===== config.mk =====
export PLATFORM = sky130hd
export DESIGN_NAME = pipe_run_ctrl
export DESIGN_NICKNAME = d
export VERILOG_FILES = /design/src/rtl/pipe_ctrl_pkg.sv /design/src/rtl/pipe_run_ctrl.sv
export SDC_FILE = /design/constraint.sdc
export NUM_CORES = 1
export LEC_CHECK = 0
export ABC_AREA = 1
export CORE_UTILIZATION = 42
export CTS_CLUSTER_SIZE = 8
export DETAILED_ROUTE_END_ITERATION = 12
export PLACE_DENSITY = 0.89
export REMOVE_ABC_BUFFERS = 1
export SLEW_MARGIN = 20
export SYNTH_ARGS = -nofsm -noshare
export SYNTH_HDL_FRONTEND = slang
export SYNTH_SLANG_ARGS = --single-unit
export TNS_END_PERCENT = 50

===== constraint.sdc =====
create_clock -name clock -period 2 [get_ports clock]
set_clock_uncertainty 0.2 [all_clocks]
set_input_delay 0.4 -clock clock [delete_from_list [all_inputs] [get_ports clock]]
set_output_delay 0.4 -clock clock [all_outputs]
set_load 0.02 [all_outputs]

===== src/rtl/pipe_ctrl_pkg.sv =====
// Shared state encoding and default widths for the pipeline run controller.
// The UI handler decodes the exported state with these same enum values.
package pipe_ctrl_pkg;

  localparam int PC_W_DEF  = 16;
  localparam int CNT_W_DEF = 16;

  typedef enum logic [1:0] {
    ST_IDLE  = 2'b00,
    ST_RUN   = 2'b01,
    ST_STEP  = 2'b10,
    ST_BREAK = 2'b11
  } run_state_e;

endpackage


===== src/rtl/pipe_run_ctrl.sv =====
// Run/step/breakpoint sequencer producing a single-cycle pipeline advance enable.
//   state  | meaning
//   IDLE   | halted, waiting for run_mode or a step pulse
//   RUN    | free-running, one advance per tick until halt/breakpoint
//   STEP   | one-cycle state that schedules exactly one advance
//   BREAK  | stopped on a fetch-PC breakpoint, waiting for step or exit
module pipe_run_ctrl
  import pipe_ctrl_pkg::*;
#(
  parameter int PC_W  = PC_W_DEF,
  parameter int CNT_W = CNT_W_DEF
) (
  input  logic             clock,
  input  logic             reset,
  input  logic             tick,
  input  logic             step,
  input  logic             run_mode,
  input  logic             halt_req,
  input  logic             bp_en,
  input  logic [PC_W-1:0]  bp_addr,
  input  logic [PC_W-1:0]  pc,
  output logic             advance,
  output logic             running,
  output logic [1:0]       state,
  output logic             bp_hit,
  output logic [CNT_W-1:0] step_count
);

  run_state_e       state_q, state_d;
  logic             advance_q, advance_d;
  logic             skip_q, skip_d;
  logic             running_q, running_d;
  logic             bp_hit_q, bp_hit_d;
  logic [CNT_W-1:0] step_count_q, step_count_d;
  logic             bp_match;

  assign bp_match = bp_en && (pc == bp_addr) && !skip_q;

  always_comb begin
    state_d      = state_q;
    advance_d    = 1'b0;
    skip_d       = skip_q;
    step_count_d = step_count_q + {{(CNT_W-1){1'b0}}, advance_q};
    unique case (state_q)
      ST_IDLE: begin
        if (halt_req)      state_d = ST_IDLE;
        else if (run_mode) state_d = ST_RUN;
        else if (step)     state_d = ST_STEP;
      end
      ST_RUN: begin
        if (halt_req || !run_mode) begin
          state_d = ST_IDLE;
        end else if (tick) begin
          if (bp_match) begin
            state_d = ST_BREAK;
          end else begin
            advance_d = 1'b1;
            skip_d    = 1'b0;
          end
        end
      end
      ST_STEP: begin
        advance_d = 1'b1;
        state_d   = (run_mode && !halt_req) ? ST_RUN : ST_IDLE;
      end
      ST_BREAK: begin
        if (halt_req || !run_mode) begin
          state_d = ST_IDLE;
        end else if (step) begin
          // Let the stepped instruction leave the breakpoint PC without re-trapping.
          state_d = ST_STEP;
          skip_d  = 1'b1;
        end
      end
      default: state_d = ST_IDLE;
    endcase
    running_d = (state_d == ST_RUN);
    bp_hit_d  = (state_d == ST_BREAK);
  end

  always_ff @(posedge clock or posedge reset) begin
    if (reset) begin
      state_q      <= ST_IDLE;
      advance_q    <= 1'b0;
      skip_q       <= 1'b0;
      running_q    <= 1'b0;
      bp_hit_q     <= 1'b0;
      step_count_q <= '0;
    end else begin
      state_q      <= state_d;
      advance_q    <= advance_d;
      skip_q       <= skip_d;
      running_q    <= running_d;
      bp_hit_q     <= bp_hit_d;
      step_count_q <= step_count_d;
    end
  end

  assign advance    = advance_q;
  assign running    = running_q;
  assign state      = state_q;
  assign bp_hit     = bp_hit_q;
  assign step_count = step_count_q;

endmodule


## After elaboration in Yosys (flattened, before gate mapping)

Cells that the tools add are included.

- Add/sub/neg operators: 1
- Eq/ne operators: 11
- Muxes and demuxes: 19
- Reduce and logical (&&, ||, !) cells: 10

Operator list:

| kind | count |
|---|---|
| $add 16x1->16 | 1 |
| $eq 16x16->1 | 1 |
| $mux 2 | 7 |
| $ne 2x2->1 const B | 5 |
| $mux 1 | 9 |
| $pmux 2 s4 | 1 |
| $eq 2x2->1 const B | 3 |
| $reduce_and 6->1 | 1 |
| $eq 2x1->1 const B | 2 |
| $pmux 1 s2 | 2 |
| $logic_and 1x1->1 | 3 |
| $logic_not 1->1 | 3 |
| $logic_not 2->1 | 1 |
| $reduce_bool 2->1 | 1 |
| $logic_or 1x1->1 | 1 |

- Register bits: 22
- Bits of input ports: 39
- Output and inout bits: 21
- Word-level logic and storage cells: 47

## Logic depth before layout (Yosys ltp)

Gate-level depths: netlist of run 1.

- Word-level depth: 8
- Gate-level depth with buffers: 14
- Depth with buffers taken out: 14

## Least setup slack after synthesis of run 1

No wires, ideal clock.

- Path type: register -> register
- Start point: reg step_count_q[0], in the netlist step_count[0]
- End point: reg step_count_q[14], in the netlist step_count[14]
- Setup time: 0.130 ns
- Arrival: 1.726 ns
- Data required time: 1.670 ns
- Setup slack: -0.056 ns
- Stages on the path, launching flop included: 11
- Buffers on the path: 0
- Clock period less this slack: 2.056 ns
- Cell sequence: dfrtp_1 -> ha_1 -> ha_1 -> nand3_1 -> nor2_1 -> nand4_1 -> nor2_1 -> nand2_1 -> nor3_2 -> nand2_1 -> xnor2_1

- Cells in the longest elaborated chain, start to end: 1

RTL lines:

| item | line | source |
|---|---|---|
| from (decl) | pipe_run_ctrl.sv:34 | `logic [CNT_W-1:0] step_count_q, step_count_d;` |
| from (signal assigned) | pipe_run_ctrl.sv:95 | `step_count_q <= step_count_d;` |
| $add 16x1->16 | pipe_run_ctrl.sv:43 | `step_count_d = step_count_q + {{(CNT_W-1){1'b0}}, advance_q};` |
| net step_count_d[14] | pipe_run_ctrl.sv:34 |  |

The timed path passes the listed nets, and every way through them passes these cells.
A chain may end at the register's enable or synchronous reset.

## Worst setup path after layout of run 1

- Start point: reg step_count_q[0], in the netlist step_count[0]
- End point: reg step_count_q[13], in the netlist step_count[13]

Same word-level chain as after synthesis.

==> out/qor.yml, run 1 <==
pwr:
  clkPwrFrac_pct: 21.8
  p_comb_share_pct: 29.4
  power.switching_uw: 307.3
  p_sw_share_pct: 28.65
  p_total_mw: 1.073
  peakVddDrop_mv: 0.3909
  p_leak_nw: 1.363
  p_per_area_mw_per_mm2: 460.9
  p_seq_share_pct: 48.8
  p_int_uw: 765.3
sta:
  slew_violations: 0
  clock.fmax_mhz: 488.2
  final.period_utilization_pct: 102.4
  period_needed_ns: 2.048
  setup_violations: 2
  hold_viol: 0
  slew_headroom_pct: 81.75
  whs_ns: 0.2442
  rsz0062_at_grt: "true"
  fin_ws_ns: -0.04826
  worst_slew_pin_slew_ns: 0.2738
run:
  drv_cap: 0
logic_synthesis:
  synth_area_leader_cell: "dfrtp_1"
  synthesis.area_sq_mm: 0.001426
  ys_types: 22
  synthCells: 197
  yosys_warnings: 0
  synth_seq_cells: 22
  seq_area_frac_synth_pct: 38.60
  avgSynthCellArea_sq_um: 7.240
  netlist.area_leader.share_pct: 38.60
  yosys-top-cells-area: "dfrtp_1 (39%), nand2_1 (15%), inv_1 (11%)"
routing:
  route.detailed.drc: 0
  firstDrtPassIters: 4
  avgViaCountPerCell: 4.300
  via_count: 1389
  drtAntennaViolNets: 0
  routed_wl_um: 3329
  drtIter0Drc: 31
  wl_per_cell_um: 10.31
hold_path:
  hold_class: "input pin to async pin"
finish:
  finalCoreUtilization_pct: 74.40
  layout.nets: 325
  multi_input_area_sq_um: 744.5
  drive_gt1_share_pct: 15.77
  layout_common_cells: "nand2_1 (56), clkdlybuf4s50_1 (46), inv_1 (40)"
  area_growth_pct: 63.16
  fillers: 230
  final-seq-area_sq_um: 550.5
  antenna_cells: 0
  final_common_cell: "nand2_1"
placement:
  port_buffers: 59
  hpwl_um: 2577
  pre_cts_ws_ns: -0.1758
  place_congestion: 0.8268
setup_path:
  cp_slowest_stage_delay_ns: 0.39
  critPathRequiredTime_ns: 1.99
  worstSetupEndpointType: "flip-flop"
  worstPathCellList: "ha_2, buf_4, buf_4, nand3_4, nor3_4, inv_2, nor4_4, nand2_2, nor2_4, nand2_1, xnor2_1"
  path_class: "flip-flop to flip-flop"
  worst-endpoint-arrival_ns: 2.04
  slowest_stage: "dfrtp_1"
  crit_fanout: 3
  worstSetupStartpointType: "flip-flop"
  crit_top_cell: "buf_4"
global_routing:
  antenna_found_initial: 0
  grt_overflow: 0
  grt_util_all_layers_pct: 19.76
  grt_max_degree: 23
  grt_pass1_vias: 1282
  grt_pass1_wl_um: 5257
clock_tree:
  clk_latency_ns: 0.30
  cts_root_buffer: "clkbuf_4"
  ctsHoldBuffers: 0
  clk_path_buf_depth: 2
  cts-htree-levels: 1
  tritoncts: "built"
  cts-buffers-inserted: 3
  cts.clk_slew.worst_paths_ns: 0.11
  clock-sinks: 22
floorplan:
  core_area_sq_mm: 0.003128
  ios: 60
  rows: 20
  die_area_sq_mm: 0.003633
  die_x_um: 60.28
  initial_core_util_pct: 45.60
  die_y_um: 60.28
outcome:
  status: "complete, but fails checks"
  violations: "setup timing"
area by class of cell:
type | instances | share of cell area, %
inverters | 50 | 8.065
repair buffers | 78 | 32.37
well taps | 44 | 2.366
multi-input cells | 125 | 31.99
flip-flops and latches | 22 | 23.66
clock buffers | 4 | 1.559
final timing paths:
check                           depth (start not counted)            from  slack [ns]             end
max in group asynchronous                               3           reset        1.13          bp_hit
worst min register to register                          1  step_count[15]        0.28  step_count[15]
worst min-delay path                                    3           reset        0.24   step_count[9]
worst max-delay path                                   11   step_count[0]       -0.05  step_count[13]
worst max register to register                         11   step_count[0]       -0.05  step_count[13]
min in group clock                                      1  step_count[15]        0.28  step_count[15]
kinds of logic after synthesis:
group	share of synthesized area [%]
simple gates	30.26
buf+inv	13.16
flops	38.60
xor+xnor	9.211
compound gates	3.509
fa+ha+maj	5.263
sequential cells by signal, indices dropped and copies added, names as in the netlist:
| name | cells |
|---|---|
| step_count | 16 |
| state | 2 |
| advance | 1 |
| bp_hit | 1 |
| running | 1 |
| skip_q | 1 |
per-stage QoR:
| step | instance area (sq um) | instances | setup TNS, ns |
|---|---|---|---|
| final | 2327 | 323 | -0.09537 |
| after global routing | 2327 | 323 | -0.4588 |
| after CTS | 2260 | 320 | -0.1488 |
| after detailed placement | 2140 | 309 | -0.6038 |
| after global placement | 2140 | 309 | -0.2394 |
| after floorplan | 1426 | 197 | -0.05598 |
metal layers:
metal	vias up	wire, um	GRT usage, %	share of wire [%]
li1	753	-	-	-
met1	609	1464	22.98	44
met2	23	1711	35.32	51
met3	4	106	4.762	3.2
met4	0	47	5.980	1.4
met5	-	0	0	0
cells in the mapped netlist:
library cell  number
xnor2_1            6
a21oi_1            3
nor3_2             1
nand2_2            1
xor2_1             9
nor2_1            22
inv_2              6
nand2_1           57
a21boi_1           1
nand3_1            5
dfrtp_1           22
inv_1             40
ha_1               6
nand3_2            2
a22oi_1            1
o21ai_0            2
nor3_4             1
clkinv_1           4
nor2_4             1
o21ai_1            2
nand4_1            4
nor4_4             1
repair_timing:
item,in CTS,in global routing
pin swaps,6,5
setup endpoints to repair,3,18
setup buffers,7,4
resized for setup,10,16
critical path: cells and delay by family (launching register included):
| kind | cells | cell delay (ns) |
|---|---|---|
| fa+ha+maj | 1 | 0.21 |
| simple gates | 6 | 0.75 |
| xor+xnor | 1 | 0.12 |
| flops | 1 | 0.39 |
| buf+inv | 3 | 0.28 |
power by group through the flow:
| stage | combinational [mW] | sequential [mW] | clock (mW) |
|---|---|---|---|
| finish | 0.315 | 0.524 | 0.233 |
| CTS | 0.320 | 0.520 | 0.243 |
| global placement | 0.292 | 0.521 | 0 |
| floorplan | 0.0951 | 0.555 | 0 |
| global route | 0.351 | 0.528 | 0.278 |
| detailed placement | 0.301 | 0.522 | 0 |
(Power assumes the default switching activity.)
==> run 2: changes to the inputs <==
ABC_AREA = default   (was 1)
CORE_UTILIZATION = 41   (was 42)
==> out/qor.yml, run 2 <==
outcome:
  status: "finished, final reports clean"
floorplan:
  die_area_sq_mm: 0.003432
  rows: 20
  die_y_um: 58.58
  core_area_sq_mm: 0.003053
  die_x_um: 58.58
  initial_core_util_pct: 42.99
  ios: 60
finish:
  area_growth_pct: 64.92
  final_common_cell: "clkdlybuf4s50_1"
  largest_reg_flops: 16
  layout.nets: 246
  layout_common_cells: "clkdlybuf4s50_1 (47), xnor2_1 (25), dfrtp_1 (19)"
  drive_gt1_share_pct: 18.00
  antenna_cells: 0
placement:
  pre_cts_ws_ns: -0.09906
  hpwl_um: 2609
  port_buffers: 59
  place_congestion: 0.8213
logic_synthesis:
  synth_commonest_cells: "xnor2_1 (25), dfrtp_1 (22), nand2_1 (9), nand4_1 (7)"
  synthCells: 126
  yosys-top-cells-area: "dfrtp_1 (42%), xnor2_1 (17%), ha_1 (5.7%)"
  synth_compound_area_share_pct: 8.484
  synth_fa_ha_area_share_pct: 5.720
  synth_edf_count: 0
  yosys_warnings: 0
  seq_area_frac_synth_pct: 41.94
  async_flop_share_pct: 100.0
  synthSimpleGateAreaFrac_pct: 21.07
  synth_area_leader_cell: "dfrtp_1"
  ys_types: 35
  synth_top_family_by_area: "simple AND/OR/NAND/NOR gates"
  yosysMostFrequentCell: "xnor2_1"
  synthMuxAreaShare_pct: 0.7626
  netlist.area_leader.share_pct: 41.94
  synthXorXnorAreaFrac_pct: 20.02
  avgSynthCellArea_sq_um: 10.42
  synth_seq_cells: 22
  ys.flop_type: "dfrtp_1"
  synthesis.area_sq_mm: 0.001313
sta:
  period_needed_ns: 1.950
  final.period_utilization_pct: 97.50
  hold_viol: 0
  slew_headroom_pct: 77.47
  fin_ws_ns: 0.05008
  whs_ns: 0.2031
  rsz0062_at_grt: "true"
  slew_violations: 0
  clock.fmax_mhz: 512.8
  setup_violations: 0
  worst_slew_pin_slew_ns: 0.3354
setup_path:
  worstPathCellList: "clkdlybuf4s50_1"
  rr_endpoint: "running"
  critPathRequiredTime_ns: 1.40
  reg2reg_slack_ns: 0.06
  cp_top_family: "buffers and inverters"
  worstSetupEndpointType: "output pin"
  worst-r2r-cell-count: 7
  r2r_start: "state[0]"
  path_buf_inv: 1
  worstSetupStartpointType: "flip-flop"
  worst-endpoint-arrival_ns: 1.35
  cp_slowest_stage_delay_ns: 0.62
  path_class: "flip-flop to output pin"
  crit_fanout: 4
  slowest_stage: "clkdlybuf4s50_1"
clock_tree:
  clk_latency_ns: 0.31
  ctsHoldBuffers: 0
  clk_path_buf_depth: 2
  tritoncts: "built"
  cts-htree-levels: 1
  cts.clk_slew.worst_paths_ns: 0.12
  clock-sinks: 22
  cts-buffers-inserted: 3
  cts_root_buffer: "clkbuf_4"
pwr:
  p_leak_nw: 1.067
  p_per_area_mw_per_mm2: 532.8
  peakVddDrop_mv: 0.3302
routing:
  firstDrtPassIters: 4
  drtIter0Drc: 52
  avgViaCountPerCell: 5.025
  wl_met2_um: 1952
  dr.max_layer_used: "met4"
  wl_per_cell_um: 13.65
  routed_wl_um: 3330
  route.detailed.drc: 0
  wl_met3_um: 147
  m1WireLength_um: 1177
  drtAntennaViolNets: 0
  via_count: 1226
global_routing:
  grt_util_all_layers_pct: 21.25
  grt_overflow: 0
  grt_pass1_wl_um: 5526
  grt_pass1_vias: 1313
  grt_max_degree: 23
  antenna_found_initial: 0
hold_path:
  hold_class: "input pin to async pin"
run:
  drv_cap: 0
-- run 2: cell count changes after synthesis, sizes merged, moves of 3 or more --
cell	before	now
and3	0	3
clkinv	4	0
inv	46	6
nand2	58	9
nand4	4	8
nor2	23	4
nor3	2	5
o21ai	4	1
xnor2	6	25
xor2	9	5
-- run 2: logic make-up (layout without fill, tap and decap cells) --
| logic type | count (synthesis) | after routing |
|---|---|---|
| compound gates | 16 | 16 |
| xor+xnor | 30 | 30 |
| fa+ha+maj | 6 | 6 |
| buf+inv | 7 | 81 |
| flops | 22 | 22 |
| mux | 1 | 1 |
| simple gates | 44 | 44 |
-- run 2: layer usage --
metal	vias up	track usage, %
met5	-	0
li1	593	-
met4	0	10.88
met2	52	43.51
met1	574	20.84
met3	7	1.758
-- run 2: worst max path at each step --
stage	start	end	slack, ns	cells after the start
final	step_count[12]	step_count[12]	0.05	1
after global routing	state[0]	bp_hit	-0.008	7
after CTS	step_count[8]	step_count[8]	0.0006	1
after detailed placement	pc[11]	skip_q	-0.1	7
after global placement	run_mode	bp_hit	-0.05	6
after floorplan	state[0]	bp_hit	-0.05	7
-- run 2: layout make-up --
class,instances,area (sq um)
fillers,245,888.4
multi-input cells,97,784.5
repair buffers,71,695.7
flip-flops and latches,22,554.3
well taps,44,55.05
clock inverters,1,30.03
clock buffers,3,22.52
inverters,6,22.52
-- run 2: repair_timing --
action                     4_1_cts  5_1_grt
setup buffers                    1        2
cloned                           0        0
gates resized for setup          9       17
pin swaps                        0        0
setup endpoints to repair        6       10
-- run 2: per-stage QoR --
stage	utilization (%)	TNS [ns]	std cells	instance area [sq um]	power [mW]
3_5_place_dp	66.23	-0.4985	237	2022	0.7957
5_1_grt	70.90	-0.008034	244	2165	1.209
4_1_cts	68.32	0	242	2086	1.137
3_3_place_gp	66.23	-0.1020	237	2022	0.7788
2_1_floorplan	-	-0.04629	125	1309	0.6161
6_report	70.90	0	244	2165	1.153
-- run 2: report_power, final --
part           switching, mW  leakage (nW)  total [mW]  internal [mW]
logic                  0.139         0.741       0.325          0.185
clock network          0.138        0.0279       0.340          0.203
registers             0.0193         0.298       0.488          0.469
==> RTL change 1: new RTL, config.mk and constraints of run 2 <==
Change the package constant `PC_W_DEF` from 16 to 12.
--- a/src/rtl/pipe_ctrl_pkg.sv
+++ b/src/rtl/pipe_ctrl_pkg.sv
@@ -3,5 +3,5 @@
 package pipe_ctrl_pkg;
 
-  localparam int PC_W_DEF  = 16;
+  localparam int PC_W_DEF  = 12;
   localparam int CNT_W_DEF = 16;
 
Interface: changed (resized bp_addr and pc); port bits go from 60 to 52. No check against the original RTL was run, so the function may have changed too.
==> RTL change 1 against run 2 <==
- the run now ends with DRC left
- design area down 8.7%
- sequential cell count unchanged
- routed wire length is 12% lower
- worst setup slack worse by 0.045 ns
- synthesized area decreased by 6.5%
- highest routed layer unchanged
- first-iteration DRC count fell by 35%
- power decreased by 30%
- sequential power decreased by 7.4%
- global-route usage is 3.3 points lower
==> RTL change 1: results <==
[finish]
largest_reg_flops = 16
drive_gt1_frac = 0.1366
fin_nets = 222
fin_cells = 214
antennaDiodeCount = 0

[setup_path]
reg2reg_depth = 8
reg2reg_slack_ns = 0.10
cp_slowest_cell = clkdlybuf4s50_1
max_stage_delay_ns = 0.52
cp_data_arrival_time_ns = 1.98
worstPathMaxFanout = 3

[global_routing]
grt_max_degree = 23
use_met1 = 0.1898
grt_use_total = 0.1796
antenna_found_initial = 0
grt_pass1_wl_mm = 4.602
grt_pass1_vias = 1169
met3_usage = 0.02304
gr-usage-met2 = 0.3622

[synth]
synthCells = 118
synth_cell_type_count = 27
synth_area_leaders = dfrtp_1 45%, xnor2_1 15%, ha_1 6.1%
ys_top_cells_by_count = 22 x dfrtp_1, 21 x xnor2_1, 11 x nand3_1
ys_async_sr_fraction = 1.000
ys.flop_type = dfrtp_1
yosysSeqAreaShare = 0.4485

[placed_design]
placed_area_mm2 = 0.001852
place_congestion = 0.8374
io_buffers = 51
place_inst = 210
pre_cts_ws_ns = -0.4119
dp.final_hpwl_mm = 2.239

[timing]
hold_slack_ns = 0.2208
relSlewSlack = 0.7000
fmax_ghz = 0.5013

[detailed_routing]
drtIter0Drc = 34
via_per_inst = 5.192
dr.pass1.iters = 8
wl_mm = 2.915
drc = 8

[clock_tree]
clk_latency_ns = 0.29
clockRootBuffer = clkbuf_4

[run_status]
violations = DRC
status = finished, violations left

[power_and_ir_drop]
internal-power_mw = 0.6162
peakVddDrop_uv = 218.9
leakagePower_nw = 1.132
[RTL change 1: final timing paths]
check | from | end
worst min register to register | step_count[15] | step_count[15]
worst max register to register | state[1] | running
max in group asynchronous | reset | step_count[13]
min in group clock | step_count[15] | step_count[15]
worst max-delay path | bp_addr[4] | running
worst min-delay path | reset | step_count[10]
[RTL change 1: final cells by class]
class                   count  area, um^2
fillers                   210       828.3
multi-input cells          90       686.9
repair buffers             62       655.6
flip-flops and latches     22       550.5
well taps                  31       38.79
clock buffers               3       22.52
inverters                   6       22.52
[RTL change 1: critical path: cells and delay by family]
kind                      cells  cell delay (ns)
buffers and inverters         1             0.52
xor gates and xnor gates      1             0.14
AOI/OAI and AO/OA             1             0.30
and+or+nand+nor               3             0.62
[RTL change 1: power by group through the flow]
stage / registers [mW] / logic [mW] / clock network (mW)
2_1_floorplan: 0.467 / 0.0545 / 0
3_3_place_gp: 0.461 / 0.153 / 0
3_5_place_dp: 0.461 / 0.160 / 0
4_1_cts: 0.453 / 0.159 / 0.197
5_1_grt: 0.453 / 0.177 / 0.211
6_report: 0.452 / 0.163 / 0.190
[RTL change 1: kinds of logic after synthesis]
family	after synthesis	synth area share
AOI/OAI and AO/OA	16	0.09786
adders and majority gates	6	0.06116
and+or+nand+nor	42	0.1886
buffers and inverters	6	0.01835
xor gates and xnor gates	26	0.1855
DFF	22	0.4485
[RTL change 1: layer usage]
| layer | routed length (um) | up-vias |
|---|---|---|
| met3 | 151 | 2 |
| li1 | - | 546 |
| met2 | 1579 | 47 |
| met4 | 10 | 0 |
| met5 | 0 | - |
| met1 | 1174 | 516 |
[RTL change 1: repair_timing]
action,CTS,global route
resized for setup,2,33
pin swaps,6,16
setup buffers,0,1
setup endpoints to repair,3,12
==> RTL change 2: new RTL, flow settings as in run 2 <==
Without the edit above. The output `running` loses its register stage (`running_q` becomes a continuous assignment).
--- a/src/rtl/pipe_run_ctrl.sv
+++ b/src/rtl/pipe_run_ctrl.sv
@@ -84,5 +84,4 @@
       advance_q    <= 1'b0;
       skip_q       <= 1'b0;
-      running_q    <= 1'b0;
       bp_hit_q     <= 1'b0;
       step_count_q <= '0;
@@ -91,9 +90,10 @@
       advance_q    <= advance_d;
       skip_q       <= skip_d;
-      running_q    <= running_d;
       bp_hit_q     <= bp_hit_d;
       step_count_q <= step_count_d;
     end
   end
+
+  assign running_q = running_d;
 
   assign advance    = advance_q;
Behaviour: not the same (a bounded check fails within 4 cycles, from zero or initial values and one cycle with reset high).
==> RTL change 2 against run 2 <==
- the flow now finishes with violations (DRC, setup timing)
- largest power group unchanged
- worst setup slack worse by 0.65 ns
- routed wire length grew 7.9%
- synthesized area fell by 1.9%
- fmax down 25%
- sequential cell count decreased by 1
- power fell by 9.9%
- worst hold slack improved by 0.0083 ns
- design area increased by 2.9%
==> RTL change 2: results <==
[finish]
buf_share = 0.3528
area_growth_pct = 72.98
regArea_um2 = 528.0
drive_gt1_frac = 0.2512
nNonClkBuffers = 83
clock_area_frac = 0.01180
fill_cells = 179
multi_input_area_um2 = 825.8
fin_nets = 257
clkbuf_count = 4

[setup_path]
crit_path_start = state[1]
max_stage_delay_ns = 0.45
endpoint = running
worstPathMaxFanout = 5
cp_slowest_cell = dfrtp_1
r2r_end = bp_hit
cp_data_arrival_time_ns = 2.00
path_delay_family = compound AO/OA/AOI/OAI gates
reg2reg_slack_ns = -0.01

[synth]
synth_area_leaders = dfrtp_1 41%, xnor2_1 17%, ha_1 5.8%
yosysSeqAreaShare = 0.4082
yosys_warnings = 0
ys_top_cells_by_count = 25 x xnor2_1, 21 x dfrtp_1, 9 x nand2_1, 7 x nand4_1
ys_async_sr_fraction = 1.000

[detailed_routing]
dr.pass1.iters = 10
vias = 1282
drtIter0Drc = 40
drc = 3
wl_per_cell_um = 14.85

[global_routing]
grt_use_total = 0.2161
grt_max_degree = 22
grt_pass1_wl_mm = 5.533

[power_and_ir_drop]
peakVddDrop_uv = 241.3
p_per_area_mw_per_mm2 = 466.3
leakagePower_nw = 1.027

[run_status]
status = finished, violations left
violations = DRC, setup timing

[timing]
fin_ws_ns = -0.5973
finalSetupViolCount = 2
relSlewSlack = 0.7717

[placed_design]
placed_area_mm2 = 0.002063
dp.final_hpwl_mm = 2.696
place_congestion = 0.8556
==> RTL change 2: cell count changes after synthesis <==
cell            run 2  this run
dfrtp_1            22        21
==> RTL change 2: worst reg2reg max path: stages (launching register included) <==
cell and delay [ns]:
dfrtp_1 0.44, inv_2 0.10, ha_4 0.20, o21ba_4 0.22
mux2i_2 0.07, or3_4 0.40, a21o_1 0.19, o32ai_2 0.10
==> RTL change 2: through the flow <==
stage               std cells  setup WS [ns]  hold WS, ns  setup TNS [ns]  utilization
floorplan                 124        -0.3016       0.1765         -0.3479            -
global placement          234        -0.9507       0.2580          -1.434       0.7232
detailed placement        234         -1.019       0.2588          -1.988       0.7232
CTS                       241        -0.5372       0.2222         -0.5372       0.7623
global route              242        -0.6832       0.2220         -0.7826       0.7807
finish                    242        -0.5973       0.2114         -0.6092       0.7807
==> RTL change 2: what timing repair did <==
action                     in CTS  in global routing
setup endpoints to repair       4                  6
pin swaps                       7                  8
buffers inserted                3                  1
resized for setup              24                 11
==> RTL change 2: logic make-up (layout without fill, tap and decap cells) <==
group           after synthesis  after routing  synth area share
simple gates                 44             44            0.2148
xor+xnor                     30             30            0.2041
flops                        21             21            0.4082
compound gates               16             16           0.08649
buf+inv                       7             93           0.02040
fa+ha+maj                     6              6           0.05831
mux                           1              1          0.007775
==> RTL change 2: layer usage <==
| layer | GRT usage | vias up | share of wire |
|---|---|---|---|
| met3 | 0.03125 | 4 | 0.053 |
| met2 | 0.4220 | 60 | 0.56 |
| met1 | 0.2282 | 604 | 0.38 |
| met4 | 0.08844 | 0 | 0.0072 |
| met5 | 0 | - | 0 |
| li1 | - | 614 | - |
==> RTL change 2: report_power, final <==
group | internal [mW] | switching [mW]
Combinational | 0.212 | 0.153
Clock | 0.0776 | 0.130
Sequential | 0.447 | 0.0195
